## src/rtl/mem_port_arbiter_if.sv

```systemverilog
// Bundle of the fetch requester, data requester and memory port signals.
// The arbiter takes the slave view; the requesters/memory model take the master view.
interface mem_port_arbiter_if #(
    parameter int unsigned AW = 8
);
    logic          i_req;
    logic [AW-1:0] i_addr;
    logic          i_ack;
    logic [31:0]   i_rdata;

    logic          d_req;
    logic          d_we;
    logic [AW-1:0] d_addr;
    logic [31:0]   d_wdata;
    logic [2:0]    d_func3;
    logic          d_ack;
    logic [31:0]   d_rdata;

    logic          m_en;
    logic          m_we;
    logic [AW-1:0] m_addr;
    logic [31:0]   m_wdata;
    logic [2:0]    m_func3;
    logic [31:0]   m_rdata;

    modport slave (
        input  i_req, i_addr, d_req, d_we, d_addr, d_wdata, d_func3, m_rdata,
        output i_ack, i_rdata, d_ack, d_rdata, m_en, m_we, m_addr, m_wdata, m_func3
    );

    modport master (
        output i_req, i_addr, d_req, d_we, d_addr, d_wdata, d_func3, m_rdata,
        input  i_ack, i_rdata, d_ack, d_rdata, m_en, m_we, m_addr, m_wdata, m_func3
    );
endinterface

```

## src/rtl/mem_port_arbiter.sv

```systemverilog
// Shares one single-ported memory between the fetch (I) and load/store (D) paths.
// D has fixed priority; a saturating counter forces an I grant after D_MAX D wins.
module mem_port_arbiter #(
    parameter int unsigned AW    = 8,
    parameter int unsigned LAT   = 1,
    parameter int unsigned D_MAX = 4
) (
    input  logic                clk,
    input  logic                rst,
    mem_port_arbiter_if.slave   bus,
    output logic                busy
);
    typedef enum logic [1:0] {StIdle, StIssue, StWait, StDone} state_e;

    localparam logic [2:0] LatInit = 3'(LAT - 1);
    localparam logic [3:0] DMax    = 4'(D_MAX);

    state_e        state_q, state_d;
    logic          owner_q, owner_d;  // 1 = D owns the access
    logic [AW-1:0] addr_q, addr_d;
    logic          we_q, we_d;
    logic [31:0]   wdata_q, wdata_d;
    logic [2:0]    func3_q, func3_d;
    logic [2:0]    lat_q, lat_d;
    logic [3:0]    starv_q, starv_d;
    logic [31:0]   i_rdata_q, i_rdata_d;
    logic [31:0]   d_rdata_q, d_rdata_d;
    logic          grant_d;

    always_comb begin
        state_d   = state_q;
        owner_d   = owner_q;
        addr_d    = addr_q;
        we_d      = we_q;
        wdata_d   = wdata_q;
        func3_d   = func3_q;
        lat_d     = lat_q;
        starv_d   = starv_q;
        i_rdata_d = i_rdata_q;
        d_rdata_d = d_rdata_q;
        grant_d   = bus.d_req && !(bus.i_req && (starv_q == DMax));

        case (state_q)
            StIdle: begin
                if (grant_d) begin
                    state_d = StIssue;
                    owner_d = 1'b1;
                    addr_d  = bus.d_addr;
                    we_d    = bus.d_we;
                    wdata_d = bus.d_wdata;
                    func3_d = bus.d_func3;
                    // D only wins against a waiting I while starv_q < D_MAX, so this saturates
                    if (bus.i_req) begin
                        starv_d = starv_q + 4'd1;
                    end
                end else if (bus.i_req) begin
                    state_d = StIssue;
                    owner_d = 1'b0;
                    addr_d  = bus.i_addr;
                    we_d    = 1'b0;
                    func3_d = 3'b010;
                    starv_d = 4'd0;
                end
            end
            StIssue: begin
                lat_d   = LatInit;
                state_d = StWait;
            end
            StWait: begin
                if (lat_q == 3'd0) begin
                    state_d = StDone;
                    if (owner_q) begin
                        if (!we_q) begin
                            d_rdata_d = bus.m_rdata;
                        end
                    end else begin
                        i_rdata_d = bus.m_rdata;
                    end
                end else begin
                    lat_d = lat_q - 3'd1;
                end
            end
            StDone: begin
                state_d = StIdle;
            end
            default: begin
                state_d = StIdle;
            end
        endcase
    end

    always_ff @(posedge clk) begin
        if (rst) begin
            state_q   <= StIdle;
            owner_q   <= 1'b0;
            addr_q    <= '0;
            we_q      <= 1'b0;
            wdata_q   <= '0;
            func3_q   <= '0;
            lat_q     <= '0;
            starv_q   <= '0;
            i_rdata_q <= '0;
            d_rdata_q <= '0;
        end else begin
            state_q   <= state_d;
            owner_q   <= owner_d;
            addr_q    <= addr_d;
            we_q      <= we_d;
            wdata_q   <= wdata_d;
            func3_q   <= func3_d;
            lat_q     <= lat_d;
            starv_q   <= starv_d;
            i_rdata_q <= i_rdata_d;
            d_rdata_q <= d_rdata_d;
        end
    end

    assign busy        = (state_q != StIdle);
    assign bus.m_en    = (state_q == StIssue);
    assign bus.m_we    = (state_q == StIssue) && we_q;
    assign bus.m_addr  = addr_q;
    assign bus.m_wdata = wdata_q;
    assign bus.m_func3 = func3_q;
    assign bus.i_ack   = (state_q == StDone) && !owner_q;
    assign bus.d_ack   = (state_q == StDone) && owner_q;
    assign bus.i_rdata = i_rdata_q;
    assign bus.d_rdata = d_rdata_q;
endmodule
```

## src/flat_wrapper.sv

```systemverilog
// flat-port wrapper written by rule: the top's interface ports become plain ports
module mem_port_arbiter_flat 
#(
    parameter int unsigned AW    = 8,
    parameter int unsigned LAT   = 1,
    parameter int unsigned D_MAX = 4
)
  (clk, rst, busy, bus_i_req, bus_i_addr, bus_d_req, bus_d_we, bus_d_addr, bus_d_wdata, bus_d_func3, bus_m_rdata, bus_i_ack, bus_i_rdata, bus_d_ack, bus_d_rdata, bus_m_en, bus_m_we, bus_m_addr, bus_m_wdata, bus_m_func3);
  mem_port_arbiter_if #(.AW(AW)) bus_i ();
  input  logic clk;
  input  logic rst;
  output logic busy;
  input wire logic [$bits(bus_i.i_req)-1:0] bus_i_req;
  input wire logic [$bits(bus_i.i_addr)-1:0] bus_i_addr;
  input wire logic [$bits(bus_i.d_req)-1:0] bus_d_req;
  input wire logic [$bits(bus_i.d_we)-1:0] bus_d_we;
  input wire logic [$bits(bus_i.d_addr)-1:0] bus_d_addr;
  input wire logic [$bits(bus_i.d_wdata)-1:0] bus_d_wdata;
  input wire logic [$bits(bus_i.d_func3)-1:0] bus_d_func3;
  input wire logic [$bits(bus_i.m_rdata)-1:0] bus_m_rdata;
  output wire logic [$bits(bus_i.i_ack)-1:0] bus_i_ack;
  output wire logic [$bits(bus_i.i_rdata)-1:0] bus_i_rdata;
  output wire logic [$bits(bus_i.d_ack)-1:0] bus_d_ack;
  output wire logic [$bits(bus_i.d_rdata)-1:0] bus_d_rdata;
  output wire logic [$bits(bus_i.m_en)-1:0] bus_m_en;
  output wire logic [$bits(bus_i.m_we)-1:0] bus_m_we;
  output wire logic [$bits(bus_i.m_addr)-1:0] bus_m_addr;
  output wire logic [$bits(bus_i.m_wdata)-1:0] bus_m_wdata;
  output wire logic [$bits(bus_i.m_func3)-1:0] bus_m_func3;
  assign bus_i.i_req = bus_i_req;
  assign bus_i.i_addr = bus_i_addr;
  assign bus_i.d_req = bus_d_req;
  assign bus_i.d_we = bus_d_we;
  assign bus_i.d_addr = bus_d_addr;
  assign bus_i.d_wdata = bus_d_wdata;
  assign bus_i.d_func3 = bus_d_func3;
  assign bus_i.m_rdata = bus_m_rdata;
  assign bus_i_ack = bus_i.i_ack;
  assign bus_i_rdata = bus_i.i_rdata;
  assign bus_d_ack = bus_i.d_ack;
  assign bus_d_rdata = bus_i.d_rdata;
  assign bus_m_en = bus_i.m_en;
  assign bus_m_we = bus_i.m_we;
  assign bus_m_addr = bus_i.m_addr;
  assign bus_m_wdata = bus_i.m_wdata;
  assign bus_m_func3 = bus_i.m_func3;
  mem_port_arbiter #(.AW(AW), .LAT(LAT), .D_MAX(D_MAX)) u_core (.clk(clk), .rst(rst), .bus(bus_i), .busy(busy));
endmodule
```

## config.mk

```make
export PLATFORM = sky130hd
export DESIGN_NAME = mem_port_arbiter_flat
export DESIGN_NICKNAME = d
export VERILOG_FILES = /design/src/rtl/mem_port_arbiter_if.sv /design/src/rtl/mem_port_arbiter.sv /design/src/flat_wrapper.sv
export SDC_FILE = /design/constraint.sdc
export NUM_CORES = 1
export LEC_CHECK = 0
export BUFFER_PORTS_ARGS = -buffer_cell sky130_fd_sc_hd__buf_2
export CORE_MARGIN = 4
export CORE_UTILIZATION = 50
export DETAILED_ROUTE_END_ITERATION = 16
export GPL_TIMING_DRIVEN = 0
export MAX_ROUTING_LAYER = met4
export PLACE_DENSITY_LB_ADDON = 0.25
export SETUP_SLACK_MARGIN = 0.02
export SLEW_MARGIN = 20
export SYNTH_ARGS = -nofsm -noshare
export SYNTH_HDL_FRONTEND = slang
export SYNTH_SLANG_ARGS = --single-unit
```

## constraint.sdc

```tcl
create_clock -name clk -period 2.81 [get_ports clk]
set_clock_uncertainty 0.1 [all_clocks]
set_input_delay 0.562 -clock clk [delete_from_list [all_inputs] [get_ports clk]]
set_output_delay 0.562 -clock clk [all_outputs]
set_load 0.05 [all_outputs]
```

; ---- Word level (Yosys, flattened, before mapping)
; Index checks and enable logic that the tools add are counted.
[totals]
ff_bits = 118
inputBits = 88
output_inout_bits = 112
wordCells = 56
[classes]
addsub = 2
eq_ne = 7
muxes = 16
bitwise = 2
reduce_logical = 19
[ops]
columns = cell, n
row1 = 2-to-1 mux 8 bit, 2
row2 = 2-to-1 mux 4 bit, 3
row3 = AND reduction 2 bit, 5
row4 = 2-to-1 mux 3 bit, 3
row5 = one-hot mux 2 bit (4 select lines), 1
row6 = 2-to-1 mux 2 bit, 3
row7 = one-hot mux 3 bit (2 select lines), 1
row8 = nonzero test 2 bit, 3
row9 = logical AND 1 bit, 5
row10 = "adder 4 x 1 -> 4 bit, second input constant", 1
row11 = "== test 2 bit, second input constant", 2
row12 = "== test 4 x 3 -> 1 bit, second input constant", 1
row13 = AND reduction 4 bit, 1
row14 = logical NOT 3 bit, 1
row15 = 2-to-1 mux 1 bit, 3
row16 = "!= test 3 x 2 -> 1 bit, second input constant", 1
row17 = AND reduction 3 bit, 1
row18 = "subtractor 3 x 1 -> 3 bit, second input constant", 1
row19 = "== test 2 x 1 -> 1 bit, second input constant", 1
row20 = logical NOT 1 bit, 2
row21 = logical NOT 2 bit, 1
row22 = "!= test 2 x 1 -> 1 bit, second input constant", 1
row23 = "!= test 2 bit, second input constant", 1
row24 = NOT 1 bit, 2

; ---- Depth between registers and ports, before layout
; Gate-level depths: netlist (run 1).
[depth]
depth_word = 6
depth_mapped = 9
mapped_depth_nobuf = 6

; ---- Worst setup path before layout (run 1)
; Ideal clock, no wire load.
[synth_timing]
path_kind = flip-flop to output port
startpoint = register u_core.state_q[1]
endpoint = output bus_m_we
arrival_ps = 1405
required_ps = 2148
slack_ps = 743
stages_incl_launch_ff = 4
cell_sequence = dfxtp_1 -> inv_1 -> ha_1 -> and2_1
[synth_via]
elab_chain_len = 2
[synth_rtl]
columns = item, line
row1 = start: declaration, mem_port_arbiter.sv:18  ; state_e state_q, state_d;
row2 = start signal: assignment, mem_port_arbiter.sv:94  ; state_q <= StIdle;
row3 = start signal: assignment, mem_port_arbiter.sv:105  ; state_q <= state_d;
row4 = == test 2 x 1 -> 1 bit, --
row5 = net bus_m_en, flat_wrapper.sv:25  ; output wire logic [$bits(bus_i.m_en)-1:0] bus_m_en;
row6 = logical AND 1 bit, mem_port_arbiter.sv:120  ; assign bus.m_we = (state_q == StIssue) && we_q;
row7 = end: declaration, flat_wrapper.sv:26  ; output wire logic [$bits(bus_i.m_we)-1:0] bus_m_we;
; The timed path passes the listed nets, and every way through them passes these cells.

; ---- Worst setup path after layout (run 1)
[layout_timing]
startpoint = register u_core.state_q[0]
endpoint = output busy
[layout_via]
elab_chain_len = 1
[layout_rtl]
columns = item, line
row1 = nonzero test 2 bit, mem_port_arbiter.sv:118  ; assign busy = (state_q != StIdle);
row2 = end: declaration, flat_wrapper.sv:12  ; output logic busy;
; No other way between the ends.

==> flow_metrics.py, run 1 <==
metrics = {
    "cts": {
        "cts_buffers": 17,
        "cts-resized-gates": 0,
        "holdBufCountCts": 0,
        "h-tree-depth": 4,
        "cts_tree": "yes",
        "root_buffer": "clkbuf_8",
        "cts_sinks": 118,
        "post_cts_buffers": 0,
        "cts_buffer_depth": 2,
        "clk_pin_slew_ns": 0.06,
        "clk_latency_ns": 0.50,
    },
    "drt": {
        "drt-total-wl_mm": 13.7,
        "drtPass1Iterations": 4,
        "vias": 4724,
        "drt_iter0_markers": 199,
        "vias_per_cell": 5.28,
        "drc_errors": 0,
        "wl_per_cell_um": 15.3,
        "ant_nets": 0,
    },
    "logic_synthesis": {
        "ys_ff_latch": 118,
        "yosysUniqueCellTypes": 36,
        "async_reset_ff_share_pct": 0,
        "synth_top_area_share_pct": 52.5,
        "yosysWarningCount": 0,
        "synth_area_leaders": "dfxtp_1 53%, nand2_1 15%, a21oi_1 12%",
        "synth.avg_cell_area_sq_um": 8.06,
        "synth_area_sq_um": 4500,
        "synth_top_cells_by_count": "174 x nand2_1, 118 x dfxtp_1, 104 x a21oi_1, 36 x nand3_1, 19 x buf_2",
        "synth_most_common_cell": "nand2_1",
        "seq_area_frac_synth_pct": 52.5,
        "ys.flop_type": "dfxtp_1",
        "synth_edf_count": 0,
        "syn_nets": 655,
        "yosysTopAreaCell": "dfxtp_1",
        "synth_cells": 558,
    },
    "timing": {
        "max_freq_ghz": 0.440,
        "hold_ws_ns": 0.206,
        "setup_tns_ns": 0,
        "worstMarginPinSlew_ns": 0.562,
        "finalHoldViolations": 0,
        "min_period_ns": 2.27,
        "maxSlewViolCount": 0,
        "fin_crit_sh_pct": 80.9,
        "slew_headroom_pct": 62.5,
        "setup_viol": 0,
        "rsz0062_at_grt": "no",
    },
    "finish": {
        "multi_input_area_sq_um": 1890,
        "syn2layout_area_growth_pct": 38.0,
        "fillCellCount": 707,
        "drive_above_1_share_pct": 32.6,
        "antenna_cells": 0,
        "final_core_util_pct": 71.2,
        "nets": 871,
        "design_area_sq_um": 6210,
        "seqCellArea_sq_um": 2360,
    },
    "critical_path": {
        "path_class": "reg -> out",
        "cp.required_ns": 2.15,
        "cpMaxStageDelayCell": "dfxtp_1",
        "path_cells": "inv_1 -> ha_1 -> inv_1 -> buf_2",
        "worst_path_largest_cell_delay_ns": 0.38,
        "cpMostUsedCell": "inv_1",
        "cp-start-kind": "register",
        "end_kind": "output port",
        "arrival_ns": 1.61,
        "worst-path-max-fanout": 5,
    },
    "power_and_ir_drop": {
        "power_density_nw_per_um2": 1060,
        "ir_drop_uv": 708,
        "leakagePower_nw": 2.81,
    },
    "floorplan": {
        "row_count": 34,
        "initial_core_util_pct": 51.6,
        "die_area_sq_um": 10600,
        "dieWidth_um": 103,
        "core-area_sq_um": 8720,
        "ios": 200,
        "dieHeight_um": 103,
    },
    "grt": {
        "grt_usage_pct": 26.4,
        "grt_pass1_wl_mm": 21.1,
        "grt_pass1_vias": 4644,
        "antenna_found_initial": 0,
        "grt_overflow_total": 0,
        "grt_max_degree": 17,
    },
    "place": {
        "gp_congestion": 0.855,
        "portBuffers": 197,
        "placed_cell_area_sq_um": 5620,
        "hpwlAfterDp_mm": 10.2,
    },
    "job": {
        "cap_violations": 0,
    },
    "run_status": {
        "status": "completed",
    },
    "hold_path": {
        "hold_class": "in -> reg",
    },
}
==> registers in the layout, summed over array words and instances (netlist names) <==
register and cells:
u_core.bus.m_addr 8, u_core.bus.d_rdata 32, u_core.starv_q 4, u_core.lat_q 3, u_core.bus.i_rdata 32, u_core.bus.m_func3 3, u_core.state_q 2, u_core.we_q 1
u_core.owner_q 1, u_core.bus.m_wdata 32
==> cell families (layout without fill, tap and decap cells) <==
family / after synthesis / in the layout / share of synthesized area, %
flops: 118 / 118 / 52.5
mux: 2 / 2 / 0.445
buf+inv: 51 / 279 / 5.54
compound gates: 118 / 118 / 13.7
fa+ha+maj: 9 / 9 / 2.50
simple gates: 260 / 260 / 25.3
==> power by group <==
part	switching (mW)	internal, mW
Combinational	1.76	0.563
Sequential	0.151	1.94
Clock	0.731	1.41
Total	2.64	3.91
==> worst max-delay path, delay by kind of cell (launching register included) <==
| kind | cells | cell delay (ns) |
|---|---|---|
| DFF | 1 | 0.38 |
| adders and majority gates | 1 | 0.26 |
| buffers and inverters | 3 | 0.46 |
==> routing by layer <==
metal  track usage (%)  wire [um]
met1              30.1       5310
met2              44.8       7010
met3              5.41       1060
met4              11.8        335
met5                 -          0
==> cell usage in the layout, fill, tap and decap left out, drive strengths merged <==
cell type / n
buf: 225
nand2: 175
dfxtp: 118
a21oi: 104
clkbuf: 37
nand3: 36
nor2: 15
nor3: 13
ha: 9
inv: 8
nor4: 5
o21ai: 5
a31oi: 4
clkinv: 4
and2: 3
a32oi: 3
bufinv: 3
mux2i: 2
clkinvlp: 2
nand3b: 2
nor3b: 2
nor2b: 1
or2: 1
nand4b: 1
nand4: 1
or3: 1
nand2b: 1
a2bb2oi: 1
o221a: 1
or3b: 1
nor4bb: 1
or4: 1
==> path summary, 6_finish.rpt <==
| check | end | slack (ns) | depth (start not counted) | startpoint |
|---|---|---|---|---|
| max | busy | 0.54 | 4 | u_core.state_q[0] |
| min | u_core.bus.m_wdata[10] | 0.21 | 3 | bus_d_wdata[10] |
| max reg2reg | u_core.bus.i_rdata[11] | 0.80 | 8 | u_core.state_q[0] |
| min reg2reg | u_core.bus.d_rdata[3] | 0.35 | 2 | u_core.bus.d_rdata[3] |
==> stage by stage <==
stage	std cells	setup WS (ns)	power [mW]
after floorplan	558	0.743	3.83
after global placement	863	0.726	4.38
after detailed placement	863	0.757	4.44
after CTS	894	0.529	6.58
after global routing	894	0.456	6.87
final	894	0.537	6.55
==> final cells by class <==
type	count	area share (%)
flip-flops and latches	118	38.1
multi-input cells	389	30.4
repair buffers	197	15.9
clock buffers	22	7.46
plain buffers	43	3.53
well taps	108	2.18
clock inverters	9	2.02
inverters	8	0.484
(Power assumes the default switching activity.)
==> inputs of run 2 (changes only) <==
Settings changed: ABC_AREA from default to 1, CORE_UTILIZATION 50 to 43.
Clock period 2.81 ns to 1.8 ns, I/O delays scaled along.
==> run 2 against run 1 <==
Effect of this change:
- the run now ends with setup timing left
- count of clock-buffer cells in the layout shrank 5
- synthesized area grew 5.8%
- register-to-register slack lost 0.67 ns
- combinational power up 100%
- core utilization decreased by 6.3 points
- wire length rose by 7.5%
- sequential share of layout area shrank 4.4 points
- worst hold slack got worse by 0.18 ns
- critical path type unchanged
- critical endpoint is now bus_d_ack
- largest cell class unchanged
- highest routed layer unchanged
==> flow_metrics.py, run 2 <==
metrics = {
    "run_status": {
        "status": "complete, but fails checks",
        "violations": "setup timing",
    },
    "critical_path": {
        "cp-start-kind": "register",
        "worst_path_largest_cell_delay_ns": 0.36,
        "worst-path-max-fanout": 2,
        "arrival_ns": 1.41,
        "crit_buf_inv": 3,
        "end_kind": "output port",
        "path_cells": "buf_6 -> ha_4 -> nand2_2 -> inv_2 -> buf_8",
        "cp_top_family": "flip-flops",
        "cpMaxStageDelayCell": "dfxtp_4",
        "cp.required_ns": 1.34,
        "path_class": "reg -> out",
    },
    "timing": {
        "slew_headroom_pct": 67.0,
        "setup_ws_ns": -0.0703,
        "rsz0062_at_grt": "yes",
        "maxSlewViolCount": 0,
        "setup_viol": 3,
        "max_freq_ghz": 0.535,
        "finalHoldViolations": 0,
        "fin_crit_sh_pct": 104,
        "worstMarginPinSlew_ns": 0.495,
        "min_period_ns": 1.87,
    },
    "floorplan": {
        "initial_core_util_pct": 43.9,
        "dieWidth_um": 113,
        "ios": 200,
        "dieHeight_um": 113,
        "row_count": 38,
        "core-area_sq_um": 10800,
        "die_area_sq_um": 12800,
    },
    "drt": {
        "drt_iter0_markers": 365,
        "vias": 4956,
        "ant_nets": 0,
        "drc_errors": 0,
        "vias_per_cell": 4.88,
        "drt-total-wl_mm": 14.7,
        "drtPass1Iterations": 5,
        "wl_per_cell_um": 14.5,
    },
    "power_and_ir_drop": {
        "leakagePower_nw": 3.48,
        "pwr-share-clk_pct": 30.0,
        "power_mw": 11.5,
        "ir_drop_uv": 809,
        "p_seq_share_pct": 29.6,
        "p_int_mw": 6.64,
        "power.switching_mw": 4.89,
        "combPwrFrac_pct": 40.3,
        "swShare_pct": 42.4,
        "power_density_nw_per_um2": 1640,
    },
    "grt": {
        "grt_pass1_wl_mm": 23.5,
        "grt_overflow_total": 0,
        "antenna_found_initial": 0,
        "grt_max_degree": 19,
        "grt_usage_pct": 23.6,
        "grt_pass1_vias": 4838,
    },
    "logic_synthesis": {
        "synth_area_sq_um": 4760,
        "synth_top_area_share_pct": 49.6,
        "ys.flop_type": "dfxtp_1",
        "synth_top_cells_by_count": "148 x nor2_1, 118 x dfxtp_1, 73 x nand2_1, 45 x o21ai_0, 41 x a21oi_1",
        "seq_area_frac_synth_pct": 49.6,
        "synth_edf_count": 0,
        "synth_cells": 607,
        "synth_most_common_cell": "nor2_1",
        "synth.avg_cell_area_sq_um": 7.84,
        "synth_area_leaders": "dfxtp_1 50%, nor2_1 12%, nand2_1 5.8%",
        "yosysUniqueCellTypes": 24,
        "yosysWarningCount": 0,
        "yosysTopAreaCell": "dfxtp_1",
        "async_reset_ff_share_pct": 0,
        "ys_ff_latch": 118,
        "syn_nets": 704,
    },
    "finish": {
        "final_cells": 1015,
        "drive_above_1_share_pct": 35.2,
        "syn2layout_area_growth_pct": 47.9,
        "final_common_cell": "buf_2",
        "final_cell_mix": "202 x buf_2, 147 x nor2_1, 116 x dfxtp_1, 71 x nand2_1, 41 x a21oi_1",
        "design_area_sq_um": 7040,
        "final_core_util_pct": 64.9,
        "nets": 958,
    },
    "cts": {
        "clk_latency_ns": 0.52,
        "clk_pin_slew_ns": 0.06,
        "cts_tree": "yes",
        "cts_sinks": 118,
        "root_buffer": "clkbuf_8",
        "cts_buffer_depth": 2,
        "cts_buffers": 17,
        "h-tree-depth": 4,
    },
    "place": {
        "portBuffers": 198,
        "dp_cells": 945,
        "hpwlAfterDp_mm": 10.3,
        "gp_congestion": 0.881,
        "placed_cell_area_sq_um": 5930,
    },
    "hold_path": {
        "hold_class": "in -> reg",
    },
    "job": {
        "cap_violations": 0,
    },
}
## run 2: cell families (layout without fill, tap and decap cells)
| kind of cell | count (synthesis) | after routing | synth area share [%] |
|---|---|---|---|
| AO/OA/AOI/OAI | 111 | 111 | 11.8 |
| XOR/XNOR | 2 | 2 | 0.368 |
| adder cells (fa/ha/maj) | 9 | 9 | 2.37 |
| buffers and inverters | 75 | 342 | 8.89 |
| flip-flops | 118 | 118 | 49.6 |
| other | 0 | 1 | 0 |
| AND/OR/NAND/NOR | 292 | 292 | 26.9 |
## run 2: path summary, 6_finish.rpt
check | slack, ns | cells past startpoint | from | to
setup / recovery | -0.07 | 5 | u_core.state_q[1] | bus_d_ack
hold / removal | 0.02 | 3 | bus_d_wdata[3] | u_core.bus.m_wdata[3]
setup reg to reg | 0.13 | 10 | u_core.lat_q[0] | u_core.bus.d_rdata[29]
hold reg to reg | 0.36 | 1 | u_core.lat_q[0] | u_core.lat_q[0]
## run 2: layout make-up
cell class	instances	area [sq um]
Antenna cell	1	2.50
Timing Repair Buffer	237	1420
Clock inverter	15	190
Clock buffer	17	414
Tap cell	140	175
Multi-Input combinational cell	414	2050
Buffer	39	282
Sequential cell	118	2370
Inverter	34	140
Fill cell	901	3800
## run 2: power groups by stage
stage | combinational [mW] | clock (mW) | sequential (mW)
floorplan | 1.65 | 0 | 5.05
CTS | 4.62 | 3.48 | 3.40
global route | 4.99 | 3.62 | 3.47
detailed placement | 4.28 | 0 | 3.43
global placement | 4.23 | 0 | 3.42
finish | 4.65 | 3.46 | 3.42
## run 2: worst reg2reg max path: stages, from the launching register on
cell,delay (ns)
dfxtp_1,0.32
inv_1,0.08
ha_1,0.16
inv_1,0.07
nor2_4,0.12
nand2_2,0.10
nor2_8,0.19
inv_4,0.08
buf_6,0.14
nor2_1,0.14
nor2_1,0.07
## run 2: metal layers
| metal | share of wire (%) | up-vias | track usage (%) |
|---|---|---|---|
| met1 | 41 | 2215 | 27.0 |
| met4 | 2.1 | 0 | 9.13 |
| met2 | 50 | 212 | 39.4 |
| li1 | - | 2502 | - |
| met5 | 0 | - | - |
| met3 | 7.3 | 27 | 6.26 |
## run 2: timing repair
item	4_1_cts	5_1_grt
hold endpoints to repair	38	1
resized for setup	33	31
buffers inserted	7	1
hold buffers	30	1
endpoints found under the setup margin	7	39
pin swaps	4	5
## run 2: metrics by stage
step | setup slack [ns] | TNS, ns | hold slack, ns
after CTS | -0.0856 | -0.253 | 0.000198
after global placement | -0.0382 | -0.0382 | 0.332
after floorplan | 0.0166 | 0 | 0.322
after detailed placement | -0.0696 | -0.0696 | 0.344
after global routing | -0.117 | -0.320 | 0.00234
final | -0.0703 | -0.153 | 0.0220
==> inputs of run 3 (changes only) <==
Settings changed: BUFFER_PORTS_ARGS -buffer_cell sky130_fd_sc_hd__buf_2 to default, CORE_UTILIZATION 43 to 56, CTS_BUF_LIST from default to sky130_fd_sc_hd__clkbuf_16, DONT_BUFFER_PORTS from default to 1.
==> run 3 against run 2 <==
Effect of this change:
- the flow still finishes with violations (setup timing)
- power fell by 6.3%
- combinational power fell by 51%
- critical path depth fell by 1
- via count fell by 15%
- first-iteration DRC count fell by 44%
- largest cell class unchanged
- largest power group is now sequential cells
- highest routed layer unchanged
==> flow_metrics.py, run 3 (synthesis results as in run 2) <==
metrics = {
    "critical_path": {
        "cp.required_ns": 1.34,
        "cpMaxStageDelayCell": "dfxtp_4",
        "end_kind": "output port",
        "rr_endpoint": "u_core.bus.i_rdata[9]",
        "crit_start": "u_core.state_q[1]",
        "path_class": "reg -> out",
        "cp-start-kind": "register",
        "worst_path_largest_cell_delay_ns": 0.37,
        "regToRegStartpoint": "u_core.state_q[0]",
        "crit_path_end": "bus_m_we",
        "reg2reg_slack_ns": 0.10,
        "worst-path-max-fanout": 4,
        "arrival_ns": 1.37,
        "r2r_cells": 8,
        "path_cells": "inv_6 -> ha_4 -> nand2_4 -> clkinvlp_4",
    },
    "timing": {
        "finalHoldViolations": 0,
        "worstMarginPinSlew_ns": 0.588,
        "setup_viol": 1,
        "max_freq_ghz": 0.547,
        "slew_headroom_pct": 60.7,
        "fin_crit_sh_pct": 102,
        "min_period_ns": 1.83,
        "rsz0062_at_grt": "yes",
        "setup_tns_ns": -0.0295,
        "setup_ws_ns": -0.0295,
        "maxSlewViolCount": 0,
    },
    "cts": {
        "cts_tree": "yes",
        "cts_buffer_depth": 2,
        "cts_buffers": 17,
        "root_buffer": "clkbuf_16",
        "h-tree-depth": 4,
        "clk_pin_slew_ns": 0.06,
        "cts_sinks": 118,
        "clk_latency_ns": 0.41,
    },
    "floorplan": {
        "initial_core_util_pct": 57.6,
        "row_count": 33,
        "dieHeight_um": 100,
        "dieWidth_um": 100,
        "core-area_sq_um": 8260,
        "die_area_sq_um": 10000,
        "ios": 200,
    },
    "drt": {
        "vias": 4226,
        "drt_iter0_markers": 205,
        "drtPass1Iterations": 5,
        "wl_met1_mm": 4.97,
        "vias_per_cell": 5.47,
        "drt-total-wl_mm": 13.0,
        "dr_wl_met2_mm": 6.53,
        "ant_nets": 0,
        "top_layer": "met4",
        "wl_per_cell_um": 16.9,
        "drc_errors": 0,
        "met3WireLength_mm": 1.29,
    },
    "place": {
        "dp_slack_ns": -0.109,
        "gp_congestion": 0.881,
        "portBuffers": 0,
        "dp_cells": 712,
        "hpwlAfterDp_mm": 9.28,
    },
    "power_and_ir_drop": {
        "leakagePower_nw": 2.48,
        "power_mw": 10.8,
        "power.switching_mw": 4.68,
        "p_seq_share_pct": 47.9,
        "swShare_pct": 43.3,
        "pwr-share-clk_pct": 31.0,
        "combPwrFrac_pct": 21.2,
        "ir_drop_uv": 1130,
        "p_int_mw": 6.13,
        "power_density_nw_per_um2": 1850,
    },
    "finish": {
        "final_common_cell": "nor2_1",
        "drive_above_1_share_pct": 15.9,
        "syn2layout_area_growth_pct": 22.6,
        "final_cell_mix": "147 x nor2_1, 116 x dfxtp_1, 71 x nand2_1, 45 x o21ai_0, 41 x a21oi_1",
        "multi_input_area_sq_um": 2020,
        "final_cells": 772,
        "antenna_cells": 0,
        "fillCellCount": 653,
        "seqCellArea_sq_um": 2370,
        "nets": 751,
    },
    "hold_path": {
        "hold_class": "in -> reg",
        "hp-start": "bus_m_rdata[23]",
    },
    "grt": {
        "grt_max_degree": 19,
        "antenna_found_initial": 0,
        "grt_pass1_vias": 4085,
        "grt_overflow_total": 0,
        "grt_usage_pct": 26.1,
        "grt_pass1_wl_mm": 20.0,
    },
    "run_status": {
        "violations": "setup timing",
        "status": "complete, but fails checks",
    },
    "job": {
        "cap_violations": 0,
    },
}
## run 3: cell count changes in the layout (fill, tap and decap cells not counted), sizes merged, moves of 3 or more
cell,before,now
dlygate4sd3,31,22
buf,233,34
clkinvlp,1,4
inv,40,37
## run 3: stage by stage
step,util (%),hold WS (ns),area (sq um)
after floorplan,-,0.322,4760
after global placement,59.2,0.336,4890
after detailed placement,59.2,0.346,4890
after CTS,70.2,0.000840,5800
after global routing,70.7,0.00312,5840
final,70.7,0.00485,5840
## run 3: final cells by class
class / instances / area share (%)
Buffer: 40 / 5.08
Clock buffer: 17 / 7.29
Multi-Input combinational cell: 414 / 34.7
Tap cell: 105 / 2.25
Sequential cell: 118 / 40.6
Clock inverter: 15 / 2.83
Inverter: 34 / 2.59
Timing Repair Buffer: 29 / 4.67
## run 3: repair_timing
item | 4_1_cts | 5_1_grt
hold buffers | 22 | 0
setup buffers | 4 | 3
pin swaps | 3 | 2
endpoints found under the setup margin | 4 | 27
resized for setup | 20 | 8
endpoints found under the hold margin | 22 | 0
## run 3: critical path, delay by kind of cell (launching register included)
| kind | cells | cell delay [ns] |
|---|---|---|
| flip-flops | 1 | 0.37 |
| buffers and inverters | 2 | 0.28 |
| adder cells (fa/ha/maj) | 1 | 0.23 |
| AND/OR/NAND/NOR | 1 | 0.08 |
## run 3: how the worst min path moves through the flow
stage,end,cells after the start
after CTS,u_core.bus.d_rdata[23],2
after global placement,u_core.lat_q[0],1
after global routing,u_core.bus.d_rdata[22],2
after detailed placement,u_core.lat_q[0],1
after floorplan,u_core.lat_q[0],1
final,u_core.bus.d_rdata[23],2
## run 3: power by group through the flow
stage	Sequential, mW	Combinational [mW]	Clock, mW
final	5.17	2.29	3.35
after global routing	5.23	2.56	3.51
after CTS	5.17	2.21	3.36
after detailed placement	5.19	2.01	0
after global placement	5.18	1.93	0
after floorplan	5.05	1.65	0
## run 3: routing by layer
metal	vias up	GRT usage, %
li1	2081	-
met1	1945	28.5
met2	178	43.7
met3	22	10.1
met4	0	8.91
met5	-	-
